## src/rtl/fighter_pkg.sv

```systemverilog
// Shared constants, state encoding and attack-type encodings for the hit
// resolution logic: box geometry, damage, health and hitstun parameters.
package fighter_pkg;

  localparam int unsigned POS_W    = 10;  // screen coordinate width
  localparam int unsigned GEO_W    = 11;  // widened geometry math width
  localparam int unsigned HEALTH_W = 7;
  localparam int unsigned STUN_W   = 4;

  localparam int unsigned BOX_W  = 60;
  localparam int unsigned BOX_H  = 60;
  localparam int unsigned ATK1_W = 30;
  localparam int unsigned ATK1_H = 60;
  localparam int unsigned ATK2_W = 60;
  localparam int unsigned ATK2_H = 60;

  localparam int unsigned DMG1           = 10;
  localparam int unsigned DMG2           = 20;
  localparam int unsigned HEALTH_MAX     = 100;
  localparam int unsigned HITSTUN_FRAMES = 12;

  typedef enum logic [1:0] {
    ST_IDLE   = 2'd0,
    ST_ARMED  = 2'd1,
    ST_LANDED = 2'd2,
    ST_KO     = 2'd3
  } state_e;

  localparam logic [1:0] ATK_NONE  = 2'd0;
  localparam logic [1:0] ATK_LIGHT = 2'd1;
  localparam logic [1:0] ATK_HEAVY = 2'd2;
  localparam logic [1:0] ATK_NONE3 = 2'd3;

  // Only light and heavy encodings describe a real attack.
  function automatic logic atk_valid(input logic [1:0] t);
    return (t == ATK_LIGHT) || (t == ATK_HEAVY);
  endfunction

endpackage

```

## src/rtl/hitbox_overlap.sv

```systemverilog
// Strict half-open rectangle intersection: [x, x+w) x [y, y+h).
// Touching edges do not overlap.
// Ports: atk_x/y/w/h - attack box; def_x/y/w/h - defender box;
//        overlap      - boxes share at least one pixel.
module hitbox_overlap
  import fighter_pkg::*;
(
  input  logic [GEO_W-1:0] atk_x,
  input  logic [GEO_W-1:0] atk_y,
  input  logic [GEO_W-1:0] atk_w,
  input  logic [GEO_W-1:0] atk_h,
  input  logic [GEO_W-1:0] def_x,
  input  logic [GEO_W-1:0] def_y,
  input  logic [GEO_W-1:0] def_w,
  input  logic [GEO_W-1:0] def_h,
  output logic             overlap
);

  logic [GEO_W-1:0] atk_x_end;
  logic [GEO_W-1:0] atk_y_end;
  logic [GEO_W-1:0] def_x_end;
  logic [GEO_W-1:0] def_y_end;

  // Coordinates stay below 1024+120, so 11-bit sums never wrap.
  always_comb begin
    atk_x_end = atk_x + atk_w;
    atk_y_end = atk_y + atk_h;
    def_x_end = def_x + def_w;
    def_y_end = def_y + def_h;
    overlap   = (atk_x < def_x_end) && (def_x < atk_x_end) &&
                (atk_y < def_y_end) && (def_y < atk_y_end);
  end

endmodule

```

## src/rtl/hit_resolver.sv

```systemverilog
// Resolves attacker hits against a defender once per frame (SCEN): tracks
// defender health, hitstun and KO. Optional macro HIT_BLOCK_EN adds the
// def_blocking input (blocked hits deal DMG>>2 and load no hitstun).
// Ports: clk, reset_n (async active-low), SCEN frame tick,
//        attack_active/attack_type/atk_facing_right, atk_pos_x/y, def_pos_x/y,
//        [def_blocking], hit_pulse, def_health, hitstun_active, ko.
module hit_resolver
  import fighter_pkg::*;
(
  input  logic                clk,
  input  logic                reset_n,
  input  logic                SCEN,
  input  logic                attack_active,
  input  logic [1:0]          attack_type,
  input  logic                atk_facing_right,
  input  logic [POS_W-1:0]    atk_pos_x,
  input  logic [POS_W-1:0]    atk_pos_y,
  input  logic [POS_W-1:0]    def_pos_x,
  input  logic [POS_W-1:0]    def_pos_y,
`ifdef HIT_BLOCK_EN
  input  logic                def_blocking,
`endif
  output logic                hit_pulse,
  output logic [HEALTH_W-1:0] def_health,
  output logic                hitstun_active,
  output logic                ko
);

  state_e              state_q, state_d;
  logic [HEALTH_W-1:0] health_q, health_d;
  logic [STUN_W-1:0]   stun_q, stun_d;
  logic                hit_pulse_q, hit_pulse_d;
  logic                hitstun_active_q, hitstun_active_d;
  logic                ko_q, ko_d;

  logic [GEO_W-1:0]    atk_w_c, atk_h_c, ax_ext_c, box_x_c, box_w_c;
  logic                overlap_c;
  logic                blocked_c;
  logic                eval_c;
  logic [HEALTH_W-1:0] dmg_c;

`ifdef HIT_BLOCK_EN
  assign blocked_c = def_blocking;
`else
  assign blocked_c = 1'b0;
`endif

  // Attack box placement; a left-facing box near x=0 shrinks rather than wraps.
  always_comb begin
    atk_w_c  = (attack_type == ATK_HEAVY) ? GEO_W'(ATK2_W) : GEO_W'(ATK1_W);
    atk_h_c  = (attack_type == ATK_HEAVY) ? GEO_W'(ATK2_H) : GEO_W'(ATK1_H);
    ax_ext_c = GEO_W'(atk_pos_x);
    box_x_c  = '0;
    box_w_c  = atk_w_c;
    if (atk_facing_right) begin
      box_x_c = ax_ext_c + GEO_W'(BOX_W);
    end else if (ax_ext_c >= atk_w_c) begin
      box_x_c = ax_ext_c - atk_w_c;
    end else begin
      box_w_c = ax_ext_c;
    end
  end

  hitbox_overlap u_overlap (
    .atk_x   (box_x_c),
    .atk_y   (GEO_W'(atk_pos_y)),
    .atk_w   (box_w_c),
    .atk_h   (atk_h_c),
    .def_x   (GEO_W'(def_pos_x)),
    .def_y   (GEO_W'(def_pos_y)),
    .def_w   (GEO_W'(BOX_W)),
    .def_h   (GEO_W'(BOX_H)),
    .overlap (overlap_c)
  );

  // Damage for the type sampled at the landing frame; blocking quarters it.
  always_comb begin
    dmg_c = (attack_type == ATK_HEAVY) ? HEALTH_W'(DMG2) : HEALTH_W'(DMG1);
    if (blocked_c) dmg_c = dmg_c >> 2;
  end

  // Next-state, health and hitstun; everything advances only on SCEN.
  always_comb begin
    state_d     = state_q;
    health_d    = health_q;
    stun_d      = stun_q;
    hit_pulse_d = 1'b0;
    eval_c      = 1'b0;
    if (SCEN) begin
      if (stun_q != '0) stun_d = stun_q - STUN_W'(1);
      case (state_q)
        // Arming frame also evaluates overlap so first-frame hits count.
        ST_IDLE: if (attack_active && atk_valid(attack_type)) begin
          state_d = ST_ARMED;
          eval_c  = 1'b1;
        end
        ST_ARMED: begin
          if (!attack_active) state_d = ST_IDLE;
          else                eval_c  = 1'b1;
        end
        ST_LANDED: if (!attack_active) state_d = ST_IDLE;
        ST_KO: ;
        default: state_d = ST_IDLE;
      endcase
      if (eval_c && overlap_c) begin
        // Landing consumes the attack; damage only outside hitstun.
        state_d = ST_LANDED;
        if ((stun_q == '0) && atk_valid(attack_type)) begin
          health_d    = (health_q > dmg_c) ? (health_q - dmg_c) : '0;
          hit_pulse_d = 1'b1;
          if (!blocked_c) stun_d = STUN_W'(HITSTUN_FRAMES);
          if (health_d == '0) state_d = ST_KO;
        end
      end
    end
    hitstun_active_d = (stun_d != '0);
    ko_d             = (state_d == ST_KO);
  end

  // State and output registers.
  always_ff @(posedge clk or negedge reset_n) begin
    if (!reset_n) begin
      state_q          <= ST_IDLE;
      health_q         <= HEALTH_W'(HEALTH_MAX);
      stun_q           <= '0;
      hit_pulse_q      <= 1'b0;
      hitstun_active_q <= 1'b0;
      ko_q             <= 1'b0;
    end else begin
      state_q          <= state_d;
      health_q         <= health_d;
      stun_q           <= stun_d;
      hit_pulse_q      <= hit_pulse_d;
      hitstun_active_q <= hitstun_active_d;
      ko_q             <= ko_d;
    end
  end

  assign hit_pulse      = hit_pulse_q;
  assign def_health     = health_q;
  assign hitstun_active = hitstun_active_q;
  assign ko             = ko_q;

endmodule

```

## config.mk

```make
export PLATFORM = sky130hd
export DESIGN_NAME = hit_resolver
export DESIGN_NICKNAME = d
export VERILOG_FILES = /design/src/rtl/fighter_pkg.sv /design/src/rtl/hitbox_overlap.sv /design/src/rtl/hit_resolver.sv
export SDC_FILE = /design/constraint.sdc
export NUM_CORES = 1
export LEC_CHECK = 0
export CAP_MARGIN = 20
export CORE_ASPECT_RATIO = 0.75
export CORE_UTILIZATION = 30
export CTS_BUF_LIST = sky130_fd_sc_hd__clkbuf_4
export CTS_CLUSTER_DIAMETER = 150
export DETAILED_ROUTE_END_ITERATION = 6
export MAX_ROUTING_LAYER = met4
export PLACE_DENSITY = 0.57
export SLEW_MARGIN = 20
export SYNTH_ARGS = -nofsm -noshare
export SYNTH_HDL_FRONTEND = slang
export SYNTH_HIERARCHICAL = 1
export SYNTH_SLANG_ARGS = --single-unit
```

## constraint.sdc

```tcl
create_clock -name clk -period 3.82 [get_ports clk]
set_clock_uncertainty 0.1 [all_clocks]
set_input_delay 0.382 -clock clk [delete_from_list [all_inputs] [get_ports clk]]
set_output_delay 0.382 -clock clk [all_outputs]
set_load 0.01 [all_outputs]
```

Word level (Yosys, flattened, before mapping)
Cells that the tools add are included.
- magnitude comparators: 6
- reduce and logical (&&, ||, !) cells: 14
- equality and inequality tests: 5
- muxes and demuxes: 25
- $add $sub $neg: 8
- operator list (kind ; count):
    10-bit by 6-bit adder with 11-bit output, second input constant ; 4
    10-bit by 11-bit < comparator with 1-bit output ; 3
    11-bit 2-to-1 mux ; 3
    4-bit 2-to-1 mux ; 4
    11-bit adder ; 1
    11-bit < comparator ; 1
    10-bit by 6-bit subtractor with 11-bit output ; 1
    10-bit by 6-bit >= comparator with 1-bit output ; 1
    10-bit 2-to-1 mux ; 1
    1-bit 2-to-1 mux ; 8
    2-bit 2-to-1 mux ; 4
    4-bit nonzero test ; 2
    7-bit by 5-bit greater-than comparator with 1-bit output ; 1
    7-bit zero test ; 1
    7-bit 2-to-1 mux ; 1
    7-bit by 5-bit subtractor with 7-bit output ; 1
    2-bit equality test, second input constant ; 3
    1-bit logical AND ; 6
    6-bit 2-to-1 mux ; 1
    5-bit 2-to-1 mux ; 1
    2-bit by 1-bit equality test with 1-bit output, second input constant ; 2
    4-bit zero test ; 1
    2-bit one-hot mux with 2 select lines ; 1
    4-bit by 1-bit subtractor with 4-bit output, second input constant ; 1
    5 further kinds ; 5
- output and inout port bits: 10
- input bits: 47
- register bits: 16

Longest topological paths before layout
- word-level depth: 14
- depth in mapped cells: 31

Hierarchy
Netlist, hierarchy kept.
- modules (own cells, without submodules) (module ; cells an instance ; sequential area each (um2) ; times used ; area each (um2)):
    hitbox_overlap ; 325 ; 0.0 ; 1 ; 2617.5
    hit_resolver ; 212 ; 404.1 ; 1 ; 1675.4

Worst setup path after synthesis
No wires, ideal clock.
- kind: input -> register
- start point: input port attack_type[0]
- end point: register ko_q, in the netlist ko
- data arrival time: 5506 ps
- cell stages on the path: 29
- path slack: -1863 ps
- cell sequence: inv_1 -> ha_1 -> buf_4 -> inv_2 -> ha_1 -> inv_1 -> ha_1 -> nand3_1 -> o21ai_1 -> nor4_4 -> nor2b_1 -> ha_1 -> fa_1 -> a211oi_2 -> o21bai_1 -> a21oi_2 -> o21bai_1 -> xnor2_1 -> ha_1 -> a21oi_1 -> o22ai_1 -> nor3_1 -> o21ai_1 -> a2111oi_2 -> o211ai_1 -> nor4_1 -> nand3_1 -> a2111o_1 -> a21boi_1
- longest elaborated chain between the ends: 14
- RTL lines (element ; line ; text):
    start: declaration ; hit_resolver.sv:14 ; input logic [1:0] attack_type,
    2-bit equality test * ; hit_resolver.sv:50 ; atk_w_c = (attack_type == ATK_HEAVY) ? GEO_W'(ATK2_W) : GEO_W'(ATK1_W);
    6-bit 2-to-1 mux * ; hit_resolver.sv:50 ;
    10-bit by 6-bit >= comparator with 1-bit output * ; hit_resolver.sv:57 ; end else if (ax_ext_c >= atk_w_c) begin
    11-bit 2-to-1 mux * ; hit_resolver.sv:57 ;
    11-bit 2-to-1 mux * ; hit_resolver.sv:55 ; if (atk_facing_right) begin
    net box_x_c[0] ; hit_resolver.sv:36 ; logic [GEO_W-1:0] atk_w_c, atk_h_c, ax_ext_c, box_x_c, box_w_c;
    11-bit adder ; hitbox_overlap.sv:26 ; atk_x_end = atk_x + atk_w;
    10-bit by 11-bit < comparator with 1-bit output ; hitbox_overlap.sv:30 ; overlap = (atk_x < def_x_end) && (def_x < atk_x_end) &&
    1-bit logical AND * (2 in a row) ; hitbox_overlap.sv:30 ;
    1-bit logical AND * ; hitbox_overlap.sv:31 ; (atk_y < def_y_end) && (def_y < atk_y_end);
    net overlap_c ; hit_resolver.sv:37 ; logic overlap_c;
    1-bit logical AND * ; hit_resolver.sv:105 ; if (eval_c && overlap_c) begin
    2-bit 2-to-1 mux * ; hit_resolver.sv:105 ;
    2-bit 2-to-1 mux * ; hit_resolver.sv:89 ; if (SCEN) begin
    2-bit equality test * ; hit_resolver.sv:117 ; ko_d = (state_d == ST_KO);
    net ko_d ; hit_resolver.sv:34 ; logic ko_q, ko_d;
    end signal: assignment ; hit_resolver.sv:135 ; ko_q <= ko_d;
    end: declaration ; hit_resolver.sv:34 ;
Mark *: on every way through the listed nets, which the timed path passes. The rest lies on a longest branch. The select of a mux whose other input is x is not followed.
A chain may end at the register's enable or synchronous reset.

Worst setup path after layout
- start point: input port attack_type[1]
- end point: register health_q[6], in the netlist def_health[6]
- longest elaborated chain between the ends: 12
- RTL lines (element ; line ; text):
    2-bit equality test * ; hit_resolver.sv:50 ;
    6-bit 2-to-1 mux * ; hit_resolver.sv:50 ;
    10-bit by 6-bit >= comparator with 1-bit output ; hit_resolver.sv:57 ;
    10-bit 2-to-1 mux ; hit_resolver.sv:57 ;
    11-bit 2-to-1 mux * ; hit_resolver.sv:55 ;
    net box_w_c[1] ; hit_resolver.sv:36 ;
    11-bit adder * ; hitbox_overlap.sv:26 ;
    10-bit by 11-bit < comparator with 1-bit output * ; hitbox_overlap.sv:30 ;
    1-bit logical AND * (2 in a row) ; hitbox_overlap.sv:30 ;
    1-bit logical AND * ; hitbox_overlap.sv:31 ;
    net overlap_c ; hit_resolver.sv:37 ;
    1-bit logical AND * ; hit_resolver.sv:105 ;
    3-bit AND reduction (no line) * ; -- ;
    end signal: assignment ; hit_resolver.sv:124 ; health_q <= HEALTH_W'(HEALTH_MAX);
    end signal: assignment ; hit_resolver.sv:131 ; health_q <= health_d;
    end: declaration ; hit_resolver.sv:30 ; logic [HEALTH_W-1:0] health_q, health_d;
Marks and branches as above.

==> flow_metrics.tcl <==
set metrics [dict create \
    cts_tree "built" \
    drv_slew 0 \
    die_area_um2 14800 \
    grt.total_usage 0.175 \
    min_path_type "flip-flop to flip-flop" \
    grt_pass1_wl_um 21000 \
    syn_to_final_growth_pct 52.9 \
    first_pass_iters 4 \
    synth_seq_cells 16 \
    dp_hpwl_um 10700 \
    yosysWarningCount 6 \
    fin_util 0.474 \
    crit_buf_inv 6 \
    drive_gt1_frac 0.283 \
    synth_edf_count 0 \
    slew_headroom 0.465 \
    yosysTopAreaCellShare 0.274 \
    cp-start-kind "input port" \
    post-route-period-util 1.36 \
    drc 0 \
    cts_buffers 3 \
    clockRootBuffer "clkbuf_4" \
    layout_setup_ws_ps -1360 \
    grt_max_degree 17 \
    critPathKind "input port to flip-flop" \
    cpMaxStageDelayCell "a2111oi_4" \
    end_kind "flip-flop" \
    vias 4590 \
    die_h_um 106 \
    finalSetupViolations 16 \
    violations "setup timing" \
    p_leak_uw 0.00305 \
    io_pins 57 \
    cp_top_family "compound AO/OA/AOI/OAI gates" \
    coreArea_um2 13800 \
    ys_seq_area_frac 0.0941 \
    cts_hold_buf 0 \
    ys.flop_type "dfrtp_1" \
    worst_slew_pin_slew_ps 800 \
    syn_inst 537 \
    place.gp.congestion 0.909 \
    post_drt_via_cell_ratio 4.85 \
    drv_cap 0 \
    cp.required_ps 3930 \
    syn_area_um2 4290 \
    synthDistinctLibCells 64 \
    hold_start "def_health[5]$_DFFE_PN1P_" \
    drt-total-wl_um 12400 \
    synth.most_common_cell "ha_1" \
    critPathLaunch "attack_type[1]" \
    synth_commonest_cells "94 x ha_1, 53 x nand2_1, 52 x a21oi_1" \
    holdWs_ps 428 \
    wl_per_cell_um 13.2 \
    status "complete, but fails checks" \
    power_density_nw_per_um2 272 \
    drtIter0Drc 133 \
    synth_top_area_cell "ha_1" \
    cts_max_level 1 \
    fmax_ghz 0.193 \
    start_util 0.310 \
    place_area_um2 6240 \
    grt_antenna_before_repair 0 \
    cp_data_arrival_time_ps 5290 \
    grt_pass1_vias 4581 \
    ant_nets 0 \
    clk_latency_ps 290 \
    hold_viol_final 0 \
    port_buffers 56 \
    vdd.ir_drop.worst_mv 0.270 \
    num_rows 37 \
    final_area_um2 6560 \
    clkSinkCount 16 \
    diodes 0 \
    async_reset_ff_frac 1.00 \
    total_power_uw 1790 \
    final_nets 918 \
    ys_top_cells_by_area "ha_1 27%, dfrtp_1 7.6%, xnor2_1 6.9%, a21oi_1 6.1%, xor2_1 4.7%" \
    cp_max_fo 7 \
    min_period_ps 5180 \
    avgSynthCellArea_um2 7.99 \
    grt_setup_unrepaired "true" \
    gr-total-overflow 0 \
    max_stage_delay_ps 400 \
    die_w_um 140 \
    reg2reg_from "def_health[1]$_DFFE_PN0P_" \
    cts_buffer_depth 2 \
    clk_pin_slew_ps 90 \
]
through the flow:
step           instances  setup slack (ps)  setup TNS [ps]
2_1_floorplan        582             -1570          -21010
3_3_place_gp         933             -2220          -33060
3_5_place_dp         933             -2430          -35190
4_1_cts              945             -1380          -19850
5_1_grt              946             -1650          -24000
6_report             946             -1360          -19430
power by group:
| part | switching, µW | total (µW) | internal, µW | leakage (µW) |
|---|---|---|---|---|
| logic | 718 | 1420 | 701 | 0.00284 |
| registers | 45.1 | 265 | 220 | 0.000196 |
| clock network | 55.5 | 103 | 47.6 | 0.0000184 |
layout make-up:
class | count | area, µm²
Fill cell | 1310 | 7280
Sequential cell | 16 | 404
Tap cell | 175 | 219
Clock buffer | 4 | 30.0
Inverter | 22 | 103
Multi-Input combinational cell | 536 | 4200
Timing Repair Buffer | 193 | 1600
cell usage in the layout (no fill, tap or decap), types with 5 or more instances in the layout:
| cell | Yosys | routed |
|---|---|---|
| o21ai_2 | 2 | 5 |
| nand2_1 | 53 | 52 |
| o21bai_1 | 8 | 8 |
| o22ai_1 | 7 | 5 |
| o21ai_0 | 22 | 19 |
| xor2_1 | 23 | 22 |
| buf_4 | 2 | 133 |
| nand3_1 | 9 | 7 |
| a21o_1 | 15 | 15 |
| nor2_1 | 35 | 32 |
| o21ai_1 | 14 | 13 |
| conb_1 | 2 | 47 |
| inv_1 | 21 | 18 |
| xnor2_1 | 34 | 34 |
| o21a_1 | 5 | 5 |
| a211oi_2 | 6 | 7 |
| nand2b_1 | 5 | 5 |
| a21oi_2 | 10 | 11 |
| a211oi_1 | 6 | 5 |
| a21oi_1 | 52 | 51 |
| ha_1 | 94 | 88 |
| and2b_1 | 5 | 5 |
| clkdlybuf4s50_1 | 0 | 50 |
| nand4_1 | 6 | 6 |
| and3_1 | 7 | 6 |
| dfrtp_1 | 13 | 13 |
| nor3_1 | 9 | 7 |
path summary, 6_finish.rpt:
path	end	slack, ps	cells after the start
max in group asynchronous	def_health[4]$_DFFE_PN0P_	2670	1
worst max-delay path	def_health[6]$_DFFE_PN1P_	-1360	29
worst min register to register	def_health[5]$_DFFE_PN1P_	430	2
min in group asynchronous	stun_q[0]$_DFF_PN0_	450	1
worst min-delay path	def_health[5]$_DFFE_PN1P_	430	2
worst max register to register	def_health[4]$_DFFE_PN0P_	1160	9
flip-flops by register name (all words and copies together), names as in the netlist:
signal and cells:
ko 1, stun_q 4, hitstun_active 1, hit_pulse 1, state_q 2, def_health 7
repair_timing:
action,CTS,global route
resized for setup,51,11
setup buffers,9,2
setup endpoints to repair,16,16
pin swaps,25,8
worst register-to-register path, cell delays in order (launching register included):
cell and delay (ps):
dfrtp_1 390, inv_1 70, ha_1 180, inv_1 60, fa_1 440, a21o_1 230, a311oi_4 360, o21a_1 360
nor2_1 100, mux2_4 260
cells by family after synthesis:
kind of cell	after synthesis	synth area share
AO/OA/AOI/OAI	177	0.277
AND/OR/NAND/NOR	151	0.173
adder cells (fa/ha/maj)	99	0.297
XOR/XNOR	57	0.116
buffers and inverters	30	0.0286
flip-flops	16	0.0941
multiplexers	5	0.0125
other	2	0.00175
per-layer routing:
layer  vias up  wire (µm)  track usage
met4         0         24       0.0188
li1       2403          -            -
met2        67       5670        0.288
met5         -          0            -
met3         4        366       0.0109
met1      2116       6380        0.244
No activity file was read; power rests on OpenSTA's default activity.
